==> config.mk <==
export PLATFORM = sky130hd
export DESIGN_NAME = teclado_cajero
export DESIGN_NICKNAME = d
export VERILOG_FILES = /design/src/rtl/teclado_cajero.sv
export SDC_FILE = /design/constraint.sdc
export NUM_CORES = 1
export LEC_CHECK = 0
export ABC_CLOCK_PERIOD_IN_PS = 3470
export CORE_ASPECT_RATIO = 1.75
export CORE_MARGIN = 5
export CORE_UTILIZATION = 42
export CTS_BUF_LIST = sky130_fd_sc_hd__clkbuf_2 sky130_fd_sc_hd__clkbuf_4 sky130_fd_sc_hd__clkbuf_8
export DETAILED_ROUTE_END_ITERATION = 8
export SYNTH_ARGS = -nofsm -noshare
export SYNTH_HDL_FRONTEND = slang
export SYNTH_SLANG_ARGS = --single-unit
==> constraint.sdc <==
create_clock -name clock -period 3.47 [get_ports clock]
set_input_delay 0.694 -clock clock [delete_from_list [all_inputs] [get_ports clock]]
set_output_delay 0.694 -clock clock [all_outputs]
set_load 0.05 [all_outputs]
==> src/rtl/teclado_cajero.sv <==
// teclado_cajero: debounced keypad and card-slot front end that feeds PIN digits and amounts to the ATM controller
module teclado_cajero #(
  parameter int DEBOUNCE_CICLOS   = 4,
  parameter int PIN_DIGITOS       = 4,
  parameter int MONTO_MAX_DIGITOS = 9
) (
  input  logic        clock,
  input  logic        reset,
  input  logic        tarjeta_insertada,
  input  logic        tecla_presionada,
  input  logic [3:0]  tecla_codigo,
  output logic        tarjeta_recibida,
  output logic [3:0]  digito,
  output logic        digito_stb,
  output logic        tipo_trans,
  output logic [31:0] monto,
  output logic        monto_stb,
  output logic        cancelado
);
  localparam int CW = $clog2(DEBOUNCE_CICLOS + 1);
  localparam int PW = $clog2(PIN_DIGITOS + 1);
  localparam int NW = $clog2(MONTO_MAX_DIGITOS + 1);
  typedef enum logic [1:0] {IDLE, PIN, MONTO} estado_t;
  estado_t estado, estado_n;
  logic          tarjeta_q, presion_q, armado, acepta, es_digito;
  logic [3:0]    codigo_q, digito_n;
  logic [CW-1:0] cnt, cnt_n;
  logic [PW-1:0] pin_cnt, pin_n;
  logic [NW-1:0] ndig, ndig_n;
  logic [31:0]   acc, acc_n, monto_n;
  logic          recibida_n, dstb_n, tipo_n, mstb_n, cancel_n;
  always_comb begin
    cnt_n = !tecla_presionada ? '0
          : (presion_q && tecla_codigo == codigo_q) ? (cnt == CW'(DEBOUNCE_CICLOS) ? cnt : cnt + CW'(1))
          : CW'(1);
    acepta = armado && cnt_n == CW'(DEBOUNCE_CICLOS);
    es_digito = tecla_codigo <= 4'd9;
    estado_n = estado;
    pin_n = pin_cnt;
    ndig_n = ndig;
    acc_n = acc;
    digito_n = digito;
    tipo_n = tipo_trans;
    monto_n = monto;
    recibida_n = 1'b0;
    dstb_n = 1'b0;
    mstb_n = 1'b0;
    cancel_n = 1'b0;
    if (estado == IDLE) begin
      if (tarjeta_insertada && !tarjeta_q) begin
        recibida_n = 1'b1;
        estado_n = PIN;
        pin_n = '0;
      end
    end else if (!tarjeta_insertada || (acepta && tecla_codigo == 4'hC)) begin
      // card removal outranks any key accepted in the same cycle
      cancel_n = 1'b1;
      estado_n = IDLE;
      pin_n = '0;
      acc_n = '0;
      ndig_n = '0;
    end else if (acepta && estado == PIN) begin
      if (es_digito) begin
        digito_n = tecla_codigo;
        dstb_n = 1'b1;
        pin_n = pin_cnt + PW'(1);
        if (pin_cnt == PW'(PIN_DIGITOS - 1)) begin
          estado_n = MONTO;
          pin_n = '0;
          acc_n = '0;
          ndig_n = '0;
          tipo_n = 1'b0;
        end
      end
    end else if (acepta && estado == MONTO) begin
      if (es_digito && ndig < NW'(MONTO_MAX_DIGITOS)) begin
        acc_n = acc * 32'd10 + {28'd0, tecla_codigo};
        ndig_n = ndig + NW'(1);
      end else if (tecla_codigo == 4'hB) begin
        acc_n = '0;
        ndig_n = '0;
      end else if (tecla_codigo == 4'hD || tecla_codigo == 4'hE) begin
        tipo_n = tecla_codigo == 4'hE;
      end else if (tecla_codigo == 4'hA && ndig != '0) begin
        monto_n = acc;
        mstb_n = 1'b1;
        estado_n = IDLE;
        acc_n = '0;
        ndig_n = '0;
      end
    end
  end
  always_ff @(posedge clock or posedge reset) begin
    if (reset) begin
      estado <= IDLE;
      tarjeta_q <= 1'b0;
      presion_q <= 1'b0;
      codigo_q <= '0;
      cnt <= '0;
      armado <= 1'b1;
      pin_cnt <= '0;
      ndig <= '0;
      acc <= '0;
      tarjeta_recibida <= 1'b0;
      digito <= '0;
      digito_stb <= 1'b0;
      tipo_trans <= 1'b0;
      monto <= '0;
      monto_stb <= 1'b0;
      cancelado <= 1'b0;
    end else begin
      estado <= estado_n;
      tarjeta_q <= tarjeta_insertada;
      presion_q <= tecla_presionada;
      codigo_q <= tecla_codigo;
      cnt <= cnt_n;
      armado <= !tecla_presionada ? 1'b1 : acepta ? 1'b0 : armado;
      pin_cnt <= pin_n;
      ndig <= ndig_n;
      acc <= acc_n;
      tarjeta_recibida <= recibida_n;
      digito <= digito_n;
      digito_stb <= dstb_n;
      tipo_trans <= tipo_n;
      monto <= monto_n;
      monto_stb <= mstb_n;
      cancelado <= cancel_n;
    end
  end
endmodule

Word-level counts from Yosys, hierarchy flattened --
Index checks and enable logic that the tools add are counted.
Word-level totals: flip-flop bits (word level) 92, output and inout port bits 41, input bits 8, logic and storage cells 145
Cells by class: eq/ne operators 25, multiply operators 1, reductions and logical operators 28, mux-type cells 63, $add $sub $neg 4, bitwise logic cells 6, $lt $le $gt $ge 2
Operators with widths (number):
- $mux W32 | 9
- $mux W4 | 9
- $add A32 B4 Y32 | 1
- $mul A32 B3 Y31 const B | 1
- $mux W3 | 9
- $mux W1 | 25
- $reduce_and A8 Y1 | 3
- $mux W2 | 11
- $eq A4 B4 Y1 const B | 5
- $ne A4 B4 Y1 const B | 4
- $reduce_bool A4 Y1 | 3
- $reduce_bool A3 Y1 | 3
- $logic_and A1 B1 Y1 | 8
- $add A3 B1 Y3 const B | 2
- $eq A3 B3 Y1 const B | 2
- $ne A2 B1 Y1 const B | 3
- $ne A2 B2 Y1 const B | 3
- $not A1 Y1 | 6
- $reduce_and A6 Y1 | 1
- $ne A5 B5 Y1 const B | 1
- $reduce_bool A5 Y1 | 1
- $add A4 B1 Y4 const B | 1
- $eq A4 B4 Y1 | 1
- $le A4 B4 Y1 const B | 1
- other kinds (13) | 16

Logic depth before layout (Yosys ltp) --
depth in word-level cells 11, gate-level depth with buffers 13, gate-level depth less buffers 12

Worst setup path after synthesis --
No wires, ideal clock.
path kind register to register, start point register acc[1], end point register acc[30], arrival 3.526 ns, stages on the path, launching flop included 14, data required time 3.339 ns, path buffers 1, setup slack -0.187 ns, setup time 0.131 ns, cell sequence dfrtp_1 -> ha_1 -> ha_1 -> fa_1 -> a211oi_2 -> o21ai_1 -> a211o_1 -> and2_1 -> xor2_1 -> nand3_1 -> clkbuf_1 -> or2_1 -> a32o_1 -> or3b_1
Between the ends: cells in the longest elaborated chain, start to end 6
Ends and longest elaborated chain:
- start: declaration | RTL line 30 | logic [31:0] acc, acc_n, monto_n;
- start signal: assignment | RTL line 120 | acc <= acc_n;
- $mul A32 B3 Y31 | RTL line 77 | acc_n = acc * 32'd10 + {28'd0, tecla_codigo};
- $add A32 B4 Y32 | RTL line 77
- $mux W32 | RTL line 76 | if (es_digito && ndig < NW'(MONTO_MAX_DIGITOS)) begin
- $mux W32 | RTL line 75 | end else if (acepta && estado == MONTO) begin
- $mux W32 | RTL line 62 | end else if (acepta && estado == PIN) begin
- $mux W32 | RTL line 55 | end else if (!tarjeta_insertada || (acepta && tecla_codigo == 4'hC)) begin
No other way between the ends. The select of a mux whose other input is x is not followed. A chain may end at the register's enable or synchronous reset.

Worst setup path after layout --
start point register acc[3], end point register acc[27]
Same word-level chain as after synthesis.

==> flow_metrics.env <==
export IMPL_start_util_pct=42.27
export IMPL_antenna_left=0
export IMPL_setup_worst_path_start_class="flip-flop"
export IMPL_tritoncts="done"
export IMPL_yosysSeqAreaShare_pct=34.49
export IMPL_drv_slew=0
export IMPL_combPwrFrac_pct=6.2
export IMPL_grt_use_met3_pct=2.300
export IMPL_status="finished, violations left"
export IMPL_synth_edf_count=0
export IMPL_grt_overflow=0
export IMPL_drive_gt1_share_pct=26.70
export IMPL_via_per_inst=5.514
export IMPL_ys_types=84
export IMPL_ir_drop_mv=0.1610
export IMPL_grt_pass1_wl_microns=32110
export IMPL_drt_iter0_drc=272
export IMPL_worstSkewPairLatency_ps=380
export IMPL_syn2layout_area_growth_pct=33.93
export IMPL_hold_class="reg -> reg"
export IMPL_cts_hold_buf=0
export IMPL_tightest_slew_ps=625.0
export IMPL_clkTransAtPathRegs_ps=100
export IMPL_final_min_clock_period_ps=3497
export IMPL_numCtsBuffers=9
export IMPL_post_drt_wl_per_cell_microns=17.55
export IMPL_swShare_pct=25.33
export IMPL_gp_congestion=0.9374
export IMPL_syn_nets=836
export IMPL_rsz0062_at_grt="true"
export IMPL_totalWireLength_microns=19620
export IMPL_synth_area_leader_cell="dfrtp_1"
export IMPL_die_area_sq_um=18620
export IMPL_hold_worst_slack_ps=454.8
export IMPL_hpwl_microns=15550
export IMPL_use_met2_pct=41.43
export IMPL_netlist_top_cells_count="nand2_1 (161), dfrtp_1 (91), ha_1 (63)"
export IMPL_p_seq_share_pct=55.3
export IMPL_antenna_found_initial=0
export IMPL_crit_required_ps=3730
export IMPL_violations="setup timing"
export IMPL_critPathMaxFanout=5
export IMPL_portBuffers=48
export IMPL_cp_common_cell="ha_4"
export IMPL_cp_slowest_cell="dfrtp_2"
export IMPL_synth_async_reset_ratio_pct=100.0
export IMPL_setup_violations=3
export IMPL_ys_flop_type="dfrtp_1"
export IMPL_drv_cap=0
export IMPL_period_share_pct=100.8
export IMPL_relSlewSlack_pct=58.29
export IMPL_yosysWarningCount=0
export IMPL_placed_area_sq_um=8227
export IMPL_busiest_layer="met2"
export IMPL_arrival_ps=3760
export IMPL_layout_nets=997
export IMPL_yosysMostFrequentCell="nand2_1"
export IMPL_grtUsageTotal_pct=21.63
export IMPL_yosys_top_cells_area="dfrtp_1 (34%), ha_1 (12%), nand2_1 (9.0%)"
export IMPL_avgSynthCellArea_sq_um=8.753
export IMPL_num_vias=6165
export IMPL_grt_pass1_vias=6570
export IMPL_internal_power_mw=1.472
export IMPL_worst_slack_ps=-27.16
export IMPL_power_share_clock_pct=38.5
export IMPL_clockRootBuffer="clkbuf_8"
export IMPL_cpPeakStageDelay_ps=450
export IMPL_worstSetupPathType="reg -> reg"
export IMPL_dp_slack_ps=-211.6
export IMPL_leakagePower_nw=4.074
export IMPL_postSynthCellCount=763
export IMPL_die_y_microns=176.8
export IMPL_grt_start_max_net_pins=60
export IMPL_syn_cell_area_sq_um=6679
export IMPL_core_rowCount=61
export IMPL_p_switching_mw=0.4994
export IMPL_drc_errors=0
export IMPL_fin_setup_tns_ps=-52.46
export IMPL_hold_violations=0
export IMPL_clock_sinks=92
export IMPL_ioPinCount=49
export IMPL_cts_path_max_buffers=2
export IMPL_fp_dieW_microns=105.3
export IMPL_cts_htree_levels=3
export IMPL_core_area_sq_um=15800
export IMPL_utilization_pct=56.62
export IMPL_crit_chain="ha_4 -> ha_4 -> fa_2 -> a211oi_4 -> o21a_2 -> xnor2_2 -> nand2_2 -> nor4_4 -> nand3_2 -> or2_4 -> o311a_1 -> a221o_1"
export IMPL_max_clock_freq_ghz=0.2859
export IMPL_fin_area_sq_um=8945
export IMPL_fin_skew_ps=17.15
export IMPL_synth_top_area_share_pct=34.10
export IMPL_dr_pass1_iters=4
export IMPL_powerDensity_nw_per_um2=220.4
export IMPL_ys_seq_elements=92
export IMPL_antenna_diode_count=0
export IMPL_cp_end_kind="flip-flop"
export IMPL_met1_usage_pct=22.10
[cell usage in the layout (no fill, tap or decap), drive strengths merged, types with 12 or more instances in the layout]
master         netlist  routed
buf                  8     134
xor2                19      19
o21ai               55      55
xnor2               29      29
nand3               26      26
ha                  63      63
inv                 11      13
nand4               16      16
nor2                48      48
a21oi               38      38
clkdlybuf4s50        0      48
dfrtp               91      91
nor4                12      12
nor3                21      21
nand2              162     162
[state kept, by name (all words and copies together) (netlist names), 2 cells and up]
signal	cells
digito	4
estado	2
pin_cnt	3
monto	32
cnt	3
acc	32
ndig	4
codigo_q	4
[worst paths after layout]
kind | cells past startpoint | endpoint | from | slack [ps]
worst max-delay path | 12 | acc[27] | acc[3] | -30
worst min-delay path | 1 | tarjeta_recibida | tarjeta_q | 450
worst max register to register | 12 | acc[27] | acc[3] | -30
worst min register to register | 1 | tarjeta_recibida | tarjeta_q | 450
max in group asynchronous | 3 | acc[7] | reset | 2050
min in group asynchronous | 2 | monto[25] | reset | 680
[cells by family (layout without fill, tap and decap cells)]
kind of cell / count (synthesis) / in the layout / synth area share (%)
AND/OR/NAND/NOR: 337 / 337 / 24.62
buffers and inverters: 43 / 209 / 2.585
multiplexers: 15 / 15 / 2.417
XOR/XNOR: 48 / 48 / 6.632
flip-flops: 92 / 92 / 34.49
adder cells (fa/ha/maj): 65 / 65 / 12.40
AO/OA/AOI/OAI: 163 / 163 / 16.86
[critical path: cells and delay by family, from the launching register on]
family / cells / cell delay, ps
AOI/OAI and AO/OA: 4 / 1120
xor gates and xnor gates: 1 / 150
adders and majority gates: 3 / 780
DFF: 1 / 450
and+or+nand+nor: 4 / 870
[per-stage QoR]
| step | total power [mW] | instances |
|---|---|---|
| finish | 1.972 | 1118 |
| global route | 2.062 | 1118 |
| CTS | 1.998 | 1114 |
| detailed placement | 1.236 | 1089 |
| global placement | 1.233 | 1089 |
| floorplan | 1.182 | 763 |
[timing repair]
action | in CTS | in global routing
gates resized for setup | 40 | 33
pin swaps | 17 | 10
buffers inserted | 9 | 4
setup endpoints to repair | 12 | 11
[power by group through the flow]
stage	Combinational (mW)	Sequential, mW	Clock (mW)
CTS	0.125	1.09	0.782
detailed placement	0.124	1.11	0
global route	0.136	1.09	0.833
floorplan	0.0650	1.12	0
global placement	0.121	1.11	0
finish	0.122	1.09	0.759
[area by class of cell]
class	instances	area, sq um
Clock inverter	7	82.58
Tap cell	189	236.5
Multi-Input combinational cell	628	4632
Inverter	11	42.54
Fill cell	1437	6854
Clock buffer	9	123.9
Timing Repair Buffer	182	1519
Sequential cell	92	2308
[routing by layer]
metal	wire (microns)	up-vias
met2	10810	109
met4	1047	0
met3	419	62
met1	7339	2950
li1	-	3044
met5	0	-
Power figures use the tool's default switching activity.
